[src/rtl/alu_dec_stage.sv]
// ID/EX decode stage: turns a raw MIPS instruction word into registered ALU
// control (operation, shift amount, operand-B select, extended immediate).
module alu_dec_stage (
    input  logic        i_clk,
    input  logic        i_rst,
    input  logic        i_con_Valid,
    input  logic [31:0] i_data_Instr,
    input  logic        i_con_Stall,
    input  logic        i_con_Flush,
    output logic        o_con_Valid,
    output logic [3:0]  o_con_AluCtrl,
    output logic [4:0]  o_data_shamt,
    output logic        o_con_AluSrcImm,
    output logic [31:0] o_data_Imm,
    output logic        o_con_Branch,
    output logic        o_con_Jr,
    output logic        o_con_Illegal
);

    typedef enum logic [3:0] {
        ALU_AND = 4'd0,
        ALU_OR  = 4'd1,
        ALU_ADD = 4'd2,
        ALU_SLL = 4'd3,
        ALU_SRL = 4'd4,
        ALU_EQ  = 4'd5,
        ALU_SUB = 4'd6,
        ALU_SLT = 4'd7,
        ALU_NOR = 4'd12,
        ALU_XOR = 4'd13
    } alu_ctrl_e;

    typedef struct packed {
        logic        valid;
        alu_ctrl_e   alu_ctrl;
        logic [4:0]  shamt;
        logic        alu_src_imm;
        logic [31:0] imm;
        logic        branch;
        logic        jr;
        logic        illegal;
    } stage_t;

    localparam stage_t BUBBLE = '{
        valid:       1'b0,
        alu_ctrl:    ALU_AND,
        shamt:       5'd0,
        alu_src_imm: 1'b0,
        imm:         32'd0,
        branch:      1'b0,
        jr:          1'b0,
        illegal:     1'b0
    };

    localparam logic [5:0] OP_RTYPE = 6'h00;
    localparam logic [5:0] OP_BEQ   = 6'h04;
    localparam logic [5:0] OP_BNE   = 6'h05;
    localparam logic [5:0] OP_ADDI  = 6'h08;
    localparam logic [5:0] OP_ADDIU = 6'h09;
    localparam logic [5:0] OP_SLTI  = 6'h0A;
    localparam logic [5:0] OP_SLTIU = 6'h0B;
    localparam logic [5:0] OP_ANDI  = 6'h0C;
    localparam logic [5:0] OP_ORI   = 6'h0D;
    localparam logic [5:0] OP_XORI  = 6'h0E;
    localparam logic [5:0] OP_LUI   = 6'h0F;
    localparam logic [5:0] OP_LW    = 6'h23;
    localparam logic [5:0] OP_SW    = 6'h2B;

    localparam logic [5:0] FN_SLL  = 6'h00;
    localparam logic [5:0] FN_SRL  = 6'h02;
    localparam logic [5:0] FN_JR   = 6'h08;
    localparam logic [5:0] FN_ADD  = 6'h20;
    localparam logic [5:0] FN_ADDU = 6'h21;
    localparam logic [5:0] FN_SUB  = 6'h22;
    localparam logic [5:0] FN_SUBU = 6'h23;
    localparam logic [5:0] FN_AND  = 6'h24;
    localparam logic [5:0] FN_OR   = 6'h25;
    localparam logic [5:0] FN_XOR  = 6'h26;
    localparam logic [5:0] FN_NOR  = 6'h27;
    localparam logic [5:0] FN_SLT  = 6'h2A;
    localparam logic [5:0] FN_SLTU = 6'h2B;

    logic [5:0]  op;
    logic [5:0]  funct;
    logic [4:0]  instr_shamt;
    logic [31:0] imm_se;
    logic [31:0] imm_ze;
    logic        unused_reg_fields;

    assign op          = i_data_Instr[31:26];
    assign funct       = i_data_Instr[5:0];
    assign instr_shamt = i_data_Instr[10:6];
    assign imm_se      = {{16{i_data_Instr[15]}}, i_data_Instr[15:0]};
    assign imm_ze      = {16'd0, i_data_Instr[15:0]};
    // rs/rt are consumed by the register file, not by this stage
    assign unused_reg_fields = ^i_data_Instr[25:16];

    stage_t dec;
    stage_t stage_d;
    stage_t stage_q;

    always_comb begin
        dec       = BUBBLE;
        dec.valid = 1'b1;
        case (op)
            OP_RTYPE: begin
                case (funct)
                    FN_ADD, FN_ADDU: dec.alu_ctrl = ALU_ADD;
                    FN_SUB, FN_SUBU: dec.alu_ctrl = ALU_SUB;
                    FN_AND:          dec.alu_ctrl = ALU_AND;
                    FN_OR:           dec.alu_ctrl = ALU_OR;
                    FN_XOR:          dec.alu_ctrl = ALU_XOR;
                    FN_NOR:          dec.alu_ctrl = ALU_NOR;
                    FN_SLT, FN_SLTU: dec.alu_ctrl = ALU_SLT;
                    FN_SLL: begin
                        dec.alu_ctrl = ALU_SLL;
                        dec.shamt    = instr_shamt;
                    end
                    FN_SRL: begin
                        dec.alu_ctrl = ALU_SRL;
                        dec.shamt    = instr_shamt;
                    end
                    FN_JR: begin
                        dec.alu_ctrl = ALU_ADD;
                        dec.jr       = 1'b1;
                    end
                    default:         dec.illegal = 1'b1;
                endcase
            end
            OP_ADDI, OP_ADDIU, OP_LW, OP_SW: begin
                dec.alu_ctrl    = ALU_ADD;
                dec.alu_src_imm = 1'b1;
                dec.imm         = imm_se;
            end
            OP_SLTI, OP_SLTIU: begin
                dec.alu_ctrl    = ALU_SLT;
                dec.alu_src_imm = 1'b1;
                dec.imm         = imm_se;
            end
            OP_ANDI: begin
                dec.alu_ctrl    = ALU_AND;
                dec.alu_src_imm = 1'b1;
                dec.imm         = imm_ze;
            end
            OP_ORI: begin
                dec.alu_ctrl    = ALU_OR;
                dec.alu_src_imm = 1'b1;
                dec.imm         = imm_ze;
            end
            OP_XORI: begin
                dec.alu_ctrl    = ALU_XOR;
                dec.alu_src_imm = 1'b1;
                dec.imm         = imm_ze;
            end
            // lui is executed as a shift-left-by-16 of the zero-extended immediate
            OP_LUI: begin
                dec.alu_ctrl    = ALU_SLL;
                dec.alu_src_imm = 1'b1;
                dec.imm         = imm_ze;
                dec.shamt       = 5'd16;
            end
            OP_BEQ: begin
                dec.alu_ctrl = ALU_SUB;
                dec.branch   = 1'b1;
                dec.imm      = imm_se;
            end
            // EQ yields 1 on equality, so Zero=1 means "not equal": taken on Zero
            OP_BNE: begin
                dec.alu_ctrl = ALU_EQ;
                dec.branch   = 1'b1;
                dec.imm      = imm_se;
            end
            default: dec.illegal = 1'b1;
        endcase
    end

    always_comb begin
        stage_d = BUBBLE;
        if (i_con_Valid) begin
            stage_d = dec;
        end
    end

    always_ff @(posedge i_clk) begin
        if (i_rst) begin
            stage_q <= BUBBLE;
        end else if (i_con_Flush) begin
            stage_q <= BUBBLE;
        end else if (!i_con_Stall) begin
            stage_q <= stage_d;
        end
    end

    assign o_con_Valid     = stage_q.valid;
    assign o_con_AluCtrl   = stage_q.alu_ctrl;
    assign o_data_shamt    = stage_q.shamt;
    assign o_con_AluSrcImm = stage_q.alu_src_imm;
    assign o_data_Imm      = stage_q.imm;
    assign o_con_Branch    = stage_q.branch;
    assign o_con_Jr        = stage_q.jr;
    assign o_con_Illegal   = stage_q.illegal;

endmodule
[config.mk]
export PLATFORM = sky130hd
export DESIGN_NAME = alu_dec_stage
export DESIGN_NICKNAME = d
export VERILOG_FILES = /design/src/rtl/alu_dec_stage.sv
export SDC_FILE = /design/constraint.sdc
export NUM_CORES = 1
export LEC_CHECK = 0
export BUFFER_PORTS_ARGS = -buffer_cell sky130_fd_sc_hd__buf_2
export CAP_MARGIN = 5
export CORE_MARGIN = 2
export CORE_UTILIZATION = 33
export CTS_BUF_LIST = sky130_fd_sc_hd__clkbuf_2
export DETAILED_ROUTE_END_ITERATION = 7
export HOLD_SLACK_MARGIN = 0.08
export PLACE_DENSITY_LB_ADDON = 0.05
export SYNTH_ARGS = -nofsm -noshare
export SYNTH_HDL_FRONTEND = slang
export SYNTH_SLANG_ARGS = --single-unit
[constraint.sdc]
create_clock -name i_clk -period 2.8 [get_ports i_clk]
set_input_delay 0.14 -clock i_clk [delete_from_list [all_inputs] [get_ports i_clk]]
set_output_delay 0.14 -clock i_clk [all_outputs]
set_load 0.05 [all_outputs]
==> metrics.csv, run 1 <==
metric,value,unit
status,finished clean,
setup TNS,0,ns
antenna violations before repair,0,
Initial Utilization,34.1,%
DP Area,1880,µm²
maximum operating frequency,587,MHz
"non-filler cells, final",311,
DRC marker count from the first detailed-route iteration,94,
Worst R2R Path Depth,3,
maximum ir drop on the vdd rail,0.195,mV
vias after detailed routing,1571,
worst min-delay path class,in -> reg,
leftover overflow at the end of global routing,0,
path type of the worst setup path,in -> reg,
post-synthesis to final-layout area growth,28.6,%
wire length of the first global-routing pass,6430,µm
DRC,0,
number of cells upsized or downsized after cts,0,
synthesized area per cell,8.91,µm²
floorplan die width,73.9,µm
"Reg clk slew, reported paths",0.17,ns
maximum root-to-sink buffer count,2,
transition at the pin with the smallest max-transition slack,0.891,ns
CORE AREA,4720,µm²
total of endpoints with negative setup slack in the final report,0,
TritonCTS clock tree,built,
Yosys warning total,0,
"antenna viol nets, final",0,
number of buffers inserted during clock tree synthesis,5,
share of flip-flops with an asynchronous set or reset,0,%
final standard cell utilization of the core,43.9,%
Clock Skews,0,ns
post-synth cell types,45,
total global routing track utilization,15.6,%
"most common cell after layout, fill and taps aside",sky130_fd_sc_hd__buf_2,
clk sink count,31,
layout net count,280,
design area,2070,µm²
number of global-route vias before repair,1332,
maxcap violations,0,
wire length after detailed routing,4200,µm
Power Total,891,µW
clock root buffer,sky130_fd_sc_hd__clkbuf_2,
largest fanout on the critical path,4,
final period utilization,60.9,%
count of pins on the block boundary,83,
final hold vios,0,
H-tree depth reported by CTS,2,
number of diodes added for antenna fixing,0,
HPWL after detailed placement,3020,µm
register bit count reported by yosys,31,
DIE HEIGHT,73.9,µm
portion of the post-synthesis area used by sequential elements,38.5,%
synthesized instance count,181,
Static Leak,0.000929,µW
headroom to the max-slew limit,40.6,%
crit path time final,1.70,ns
power density of the placed cells,429,nW/µm²
post-DR vias/cell,5.05,
flip-flop cell with the highest count after synthesis,sky130_fd_sc_hd__dfxtp_1,
placed cells,290,
standard-cell rows,25,
wire length per cell after detailed routing,13.5,µm
clock latency on the worst-skew pair,0.36,ns
most used cells in the layout excluding fill and tap cells,"72 x sky130_fd_sc_hd__buf_2, 31 x sky130_fd_sc_hd__dfxtp_1, 16 x sky130_fd_sc_hd__a22o_1, 15 x sky130_fd_sc_hd__nor2_1, 13 x sky130_fd_sc_hd__dlygate4sd3_1",
Final Max Tran Viols,0,
endpoint type of the worst setup path,register,
Worst setup SP type,input port,
Port Buf Inserts,72,
count of flip-flops with a built-in enable after synthesis,0,
largest net degree at the start of global routing,19,
final weighted congestion in routability-driven placement,0.813,
register-to-register path setup slack,1.88,ns
total die area,5460,µm²
net count after synthesis,218,
data required time of the critical path,3.09,ns
Post-Synthesis Cell Area,1610,µm²
setup repair after global routing missed its margin,no,
first-pass iteration count of the detailed router,4,
proportion of layout cells with a drive suffix above 1,36.5,%
critical path data arrival time,1.99,ns
cell count of the worst hold path,2,
-- where the power goes --
group	leakage, µW	total, µW	internal, µW	switching, µW
Sequential	0.000250	446	444	1.34
Clock	0.0000429	317	151	166
Combinational	0.000636	128	50.5	77.1
Total	0.000929	891	646	245
-- logic make-up after synthesis --
| kind of cell | share of synthesized area (%) |
|---|---|
| DFF | 38.5 |
| buffers and inverters | 12.4 |
| and+or+nand+nor | 22.5 |
| AOI/OAI and AO/OA | 26.6 |
-- registers in the layout (all words and copies together) (netlist names) --
register and cells:
o_data_Imm 17, o_con_AluSrcImm 1, o_con_Jr 1, o_con_AluCtrl 4, o_con_Illegal 1, o_con_Branch 1, o_data_shamt 5, o_con_Valid 1
-- synth_stat cells, drive strengths merged (2+ instances only) --
cell type | count | area share, %
a21oi | 8 | 2.5
a22oi | 7 | 3.3
nor3 | 3 | 0.93
o21bai | 2 | 0.93
a32oi | 2 | 1.1
buf | 20 | 9.2
nand2b | 6 | 2.3
a211oi | 2 | 0.93
o22ai | 3 | 1.2
nand2 | 10 | 2.3
a21boi | 2 | 0.93
dfxtp | 31 | 38
nand3 | 3 | 0.93
nor2 | 15 | 3.5
or2 | 2 | 0.78
o21ai | 4 | 1.2
nor4 | 5 | 2.9
nand4b | 4 | 2.2
or3 | 2 | 0.78
a22o | 16 | 8.7
clkbuf | 11 | 2.6
inv | 3 | 0.70
o211ai | 2 | 0.93
-- final timing paths --
path,to,start
worst min register to register,o_con_AluCtrl[3],o_con_AluCtrl[3]
worst max-delay path,o_con_AluCtrl[1],i_data_Instr[4]
worst min-delay path,o_data_Imm[3],i_data_Instr[3]
worst max register to register,o_con_AluCtrl[0],o_con_AluCtrl[0]
-- critical path, cell delays in order --
cell and delay [ns]:
sky130_fd_sc_hd__dlygate4sd3_1 0.53, sky130_fd_sc_hd__buf_2 0.14, sky130_fd_sc_hd__or4_4 0.55, sky130_fd_sc_hd__nor4_4 0.20
sky130_fd_sc_hd__a32oi_1 0.17, sky130_fd_sc_hd__a211oi_1 0.25
-- layout make-up --
cell class              instances  area [µm²]
multi-input cells             116         792
flip-flops and latches         31         621
fillers                       473        2650
well taps                      67        83.8
clock buffers                   5        25.0
repair buffers                 86         498
inverters                       3        11.3
clock inverters                 3        43.8
-- per-stage QoR --
stage | setup slack (ns) | hold slack (ns)
2_1_floorplan | 1.35 | 0.273
3_3_place_gp | 0.912 | 0.358
3_5_place_dp | 0.879 | 0.368
4_1_cts | 1.11 | 0.0903
5_1_grt | 1.06 | 0.0987
6_report | 1.10 | 0.125
-- metal layers --
metal / track usage [%] / share of wire, % / vias to the layer above
met1: 19.9 / 46 / 728
met5: 0 / 0 / -
met3: 4.12 / 6.0 / 6
li1: - / - / 783
met4: 6.06 / 0.64 / 0
met2: 25.1 / 47 / 54
-- repair_timing --
action	CTS	global route
hold endpoints to repair	19	0
setup buffers	0	0
hold buffers	13	0
setup endpoints to repair	0	0
No activity file was read; power rests on OpenSTA's default activity.
==> inputs of run 2 (changes only) <==
==> constraint.sdc (replaced) <==
create_clock -name i_clk -period 1.7 [get_ports i_clk]
set_input_delay 0.085 -clock i_clk [delete_from_list [all_inputs] [get_ports i_clk]]
set_output_delay 0.085 -clock i_clk [all_outputs]
set_load 0.05 [all_outputs]
==> run 2 against run 1 <==
Non-clock buffer count is 8 higher. Flip-flop and latch count stayed put. Count of clock-buffer cells in the layout stayed put. Highest routed layer unchanged.
==> metrics.csv, run 2 (synthesized netlist as in run 1, its figures left out) <==
metric,value,unit,change
final weighted congestion in routability-driven placement,0.841,,was 0.813
"Reg clk slew, reported paths",0.15,ns,was 0.17 ns
area of all sequential standard cells,621,µm²,unchanged
final hold vios,0,,unchanged
largest net degree at the start of global routing,18,,was 19
DRC,0,,unchanged
worst min-delay path class,in -> reg,,unchanged
DRC marker count from the first detailed-route iteration,80,,was 94
total of endpoints with negative setup slack in the final report,0,,unchanged
Worst path max stage delay,0.55,ns,about the same
critical path data arrival time,1.92,ns,was 1.99 ns
number of diodes added for antenna fixing,0,,unchanged
Final Max Tran Viols,0,,unchanged
total die area,5460,µm²,unchanged
status,finished clean,,unchanged
setup repair after global routing missed its margin,no,,unchanged
top layer in use,met4,,unchanged
cell-by-cell listing of the critical path,dlygate4sd3_1 -> buf_2 -> or4_4 -> nor4_4 -> o21ai_0 -> a32o_1,,was dlygate4sd3_1 -> buf_2 -> or4_4 -> nor4_4 -> a32oi_1 -> a211oi_1
path type of the worst setup path,in -> reg,,unchanged
headroom to the max-slew limit,67.9,%,was 40.6%
layout net count,288,,was 280
HPWL after detailed placement,3180,µm,was 3020 µm
data required time of the critical path,1.97,ns,was 3.09 ns
post-synthesis to final-layout area growth,30.9,%,was 28.6%
floorplan die width,73.9,µm,unchanged
Worst path slowest cell,sky130_fd_sc_hd__or4_4,,unchanged
final period utilization,97.1,%,
maximum operating frequency,606,MHz,
met3 wire len,255,µm,was 252 µm
clk sink count,31,,unchanged
wire length per cell after detailed routing,13.8,µm,was 13.5 µm
vias after detailed routing,1601,,was 1571
largest fanout on the critical path,4,,unchanged
final-layout fill cell count,487,,was 473
"non-filler cells, final",319,,was 311
Worst setup SP type,input port,,unchanged
CORE AREA,4720,µm²,unchanged
most used cells in the layout excluding fill and tap cells,"72 x sky130_fd_sc_hd__buf_2, 31 x sky130_fd_sc_hd__dfxtp_1, 16 x sky130_fd_sc_hd__a22o_1, 15 x sky130_fd_sc_hd__nor2_1, 15 x sky130_fd_sc_hd__dlygate4sd3_1",,"was 72 x sky130_fd_sc_hd__buf_2, 31 x sky130_fd_sc_hd__dfxtp_1, 16 x sky130_fd_sc_hd__a22o_1, 15 x sky130_fd_sc_hd__nor2_1, 13 x sky130_fd_sc_hd__dlygate4sd3_1"
clock latency on the worst-skew pair,0.35,ns,was 0.36 ns
final standard cell utilization of the core,44.7,%,was 43.9%
proportion of layout cells with a drive suffix above 1,36.9,%,was 36.5%
setup TNS,0,ns,unchanged
wire length of the first global-routing pass,6820,µm,was 6430 µm
count of pins on the block boundary,83,,unchanged
wire length after detailed routing,4390,µm,was 4200 µm
endpoint type of the worst setup path,register,,unchanged
crit path time final,1.65,ns,
minimum hold slack,0.105,ns,was 0.125 ns
clock root buffer,sky130_fd_sc_hd__clkbuf_2,,unchanged
leftover overflow at the end of global routing,0,,unchanged
maxcap violations,0,,unchanged
maximum ir drop on the vdd rail,0.358,mV,was 0.195 mV
"most common cell after layout, fill and taps aside",sky130_fd_sc_hd__buf_2,,unchanged
setup bufs post-CTS,0,,unchanged
"antenna viol nets, final",0,,unchanged
Clock Skews,0,ns,unchanged
H-tree depth reported by CTS,2,,unchanged
first-pass iteration count of the detailed router,4,,unchanged
wl on met1,1880,µm,was 1940 µm
Routed met2 length,2180,µm,was 1980 µm
number of buffers inserted during clock tree synthesis,5,,unchanged
post-DR vias/cell,5.02,,was 5.05
placed cells,296,,was 290
area used by multi-input combinational logic,792,µm²,unchanged
total global routing track utilization,16.4,%,was 15.6%
standard-cell rows,25,,unchanged
power density of the placed cells,616,nW/µm²,was 429 nW/µm²
Port Buf Inserts,72,,unchanged
number of global-route vias before repair,1427,,was 1332
maximum root-to-sink buffer count,2,,unchanged
Static Leak,0.000948,µW,was 0.000929 µW
DIE HEIGHT,73.9,µm,unchanged
antenna violations before repair,0,,unchanged
Initial Utilization,34.1,%,unchanged
"flip-flop count of the largest register, all copies and words added",17,,unchanged
transition at the pin with the smallest max-transition slack,0.475,ns,was 0.891 ns
number of cells upsized or downsized after cts,0,,unchanged
TritonCTS clock tree,built,,unchanged
==> run 2: cell types whose count changed in the layout (fill, tap and decap cells not counted) <==
cell / previous run / this run
sky130_fd_sc_hd__clkinv_2: 1 / 0
sky130_fd_sc_hd__dlygate4sd3_1: 13 / 15
sky130_fd_sc_hd__clkinvlp_4: 0 / 1
sky130_fd_sc_hd__clkinv_1: 0 / 2
sky130_fd_sc_hd__clkinv_4: 1 / 0
sky130_fd_sc_hd__buf_4: 1 / 7
sky130_fd_sc_hd__bufinv_16: 1 / 0
==> run 2: worst paths after layout <==
kind / from / end / slack (ns) / cells past startpoint
worst max-delay path: i_data_Instr[4] / o_con_Illegal / 0.05 / 6
worst min register to register: o_con_Valid / o_con_Valid / 0.48 / 2
worst max register to register: o_con_AluCtrl[0] / o_con_AluCtrl[0] / 0.78 / 3
worst min-delay path: i_data_Instr[3] / o_data_Imm[3] / 0.11 / 2
==> run 2: final cells by class <==
class | instances | share of cell area [%]
sequential | 31 | 29.4
multi-input combinational | 116 | 37.5
clock buffer | 5 | 1.19
timing repair buffer | 94 | 26.7
inverter | 3 | 0.533
tap | 67 | 3.97
clock inverter | 3 | 0.711
==> run 2: worst max-delay path: cells and delay by family <==
kind                   cells  cell delay (ns)
AO/OA/AOI/OAI              2             0.42
buffers and inverters      2             0.67
AND/OR/NAND/NOR            2             0.75
==> run 2: routing by layer <==
| layer | vias to the layer above | track usage (%) |
|---|---|---|
| li1 | 793 | - |
| met1 | 736 | 19.2 |
| met2 | 63 | 29.0 |
| met3 | 9 | 4.39 |
| met4 | 0 | 5.05 |
| met5 | - | 0 |
==> run 2: repair_timing <==
action	CTS	global route
endpoints found under the hold margin	21	0
hold buffers	15	0
setup endpoints to repair	0	0
==> run 2: metrics by stage <==
step | worst slack [ns] | total power [µW] | area (µm²)
2_1_floorplan | 0.301 | 878 | 1610
3_3_place_gp | 0.151 | 943 | 1920
3_5_place_dp | 0.117 | 946 | 1920
4_1_cts | 0.0572 | 1320 | 2110
5_1_grt | 0.00733 | 1380 | 2110
6_report | 0.0501 | 1300 | 2110
==> run 2: power by group <==
part	internal [µW]	switching (µW)
Sequential	731	2.24
Combinational	93.0	130
Clock	91.7	251
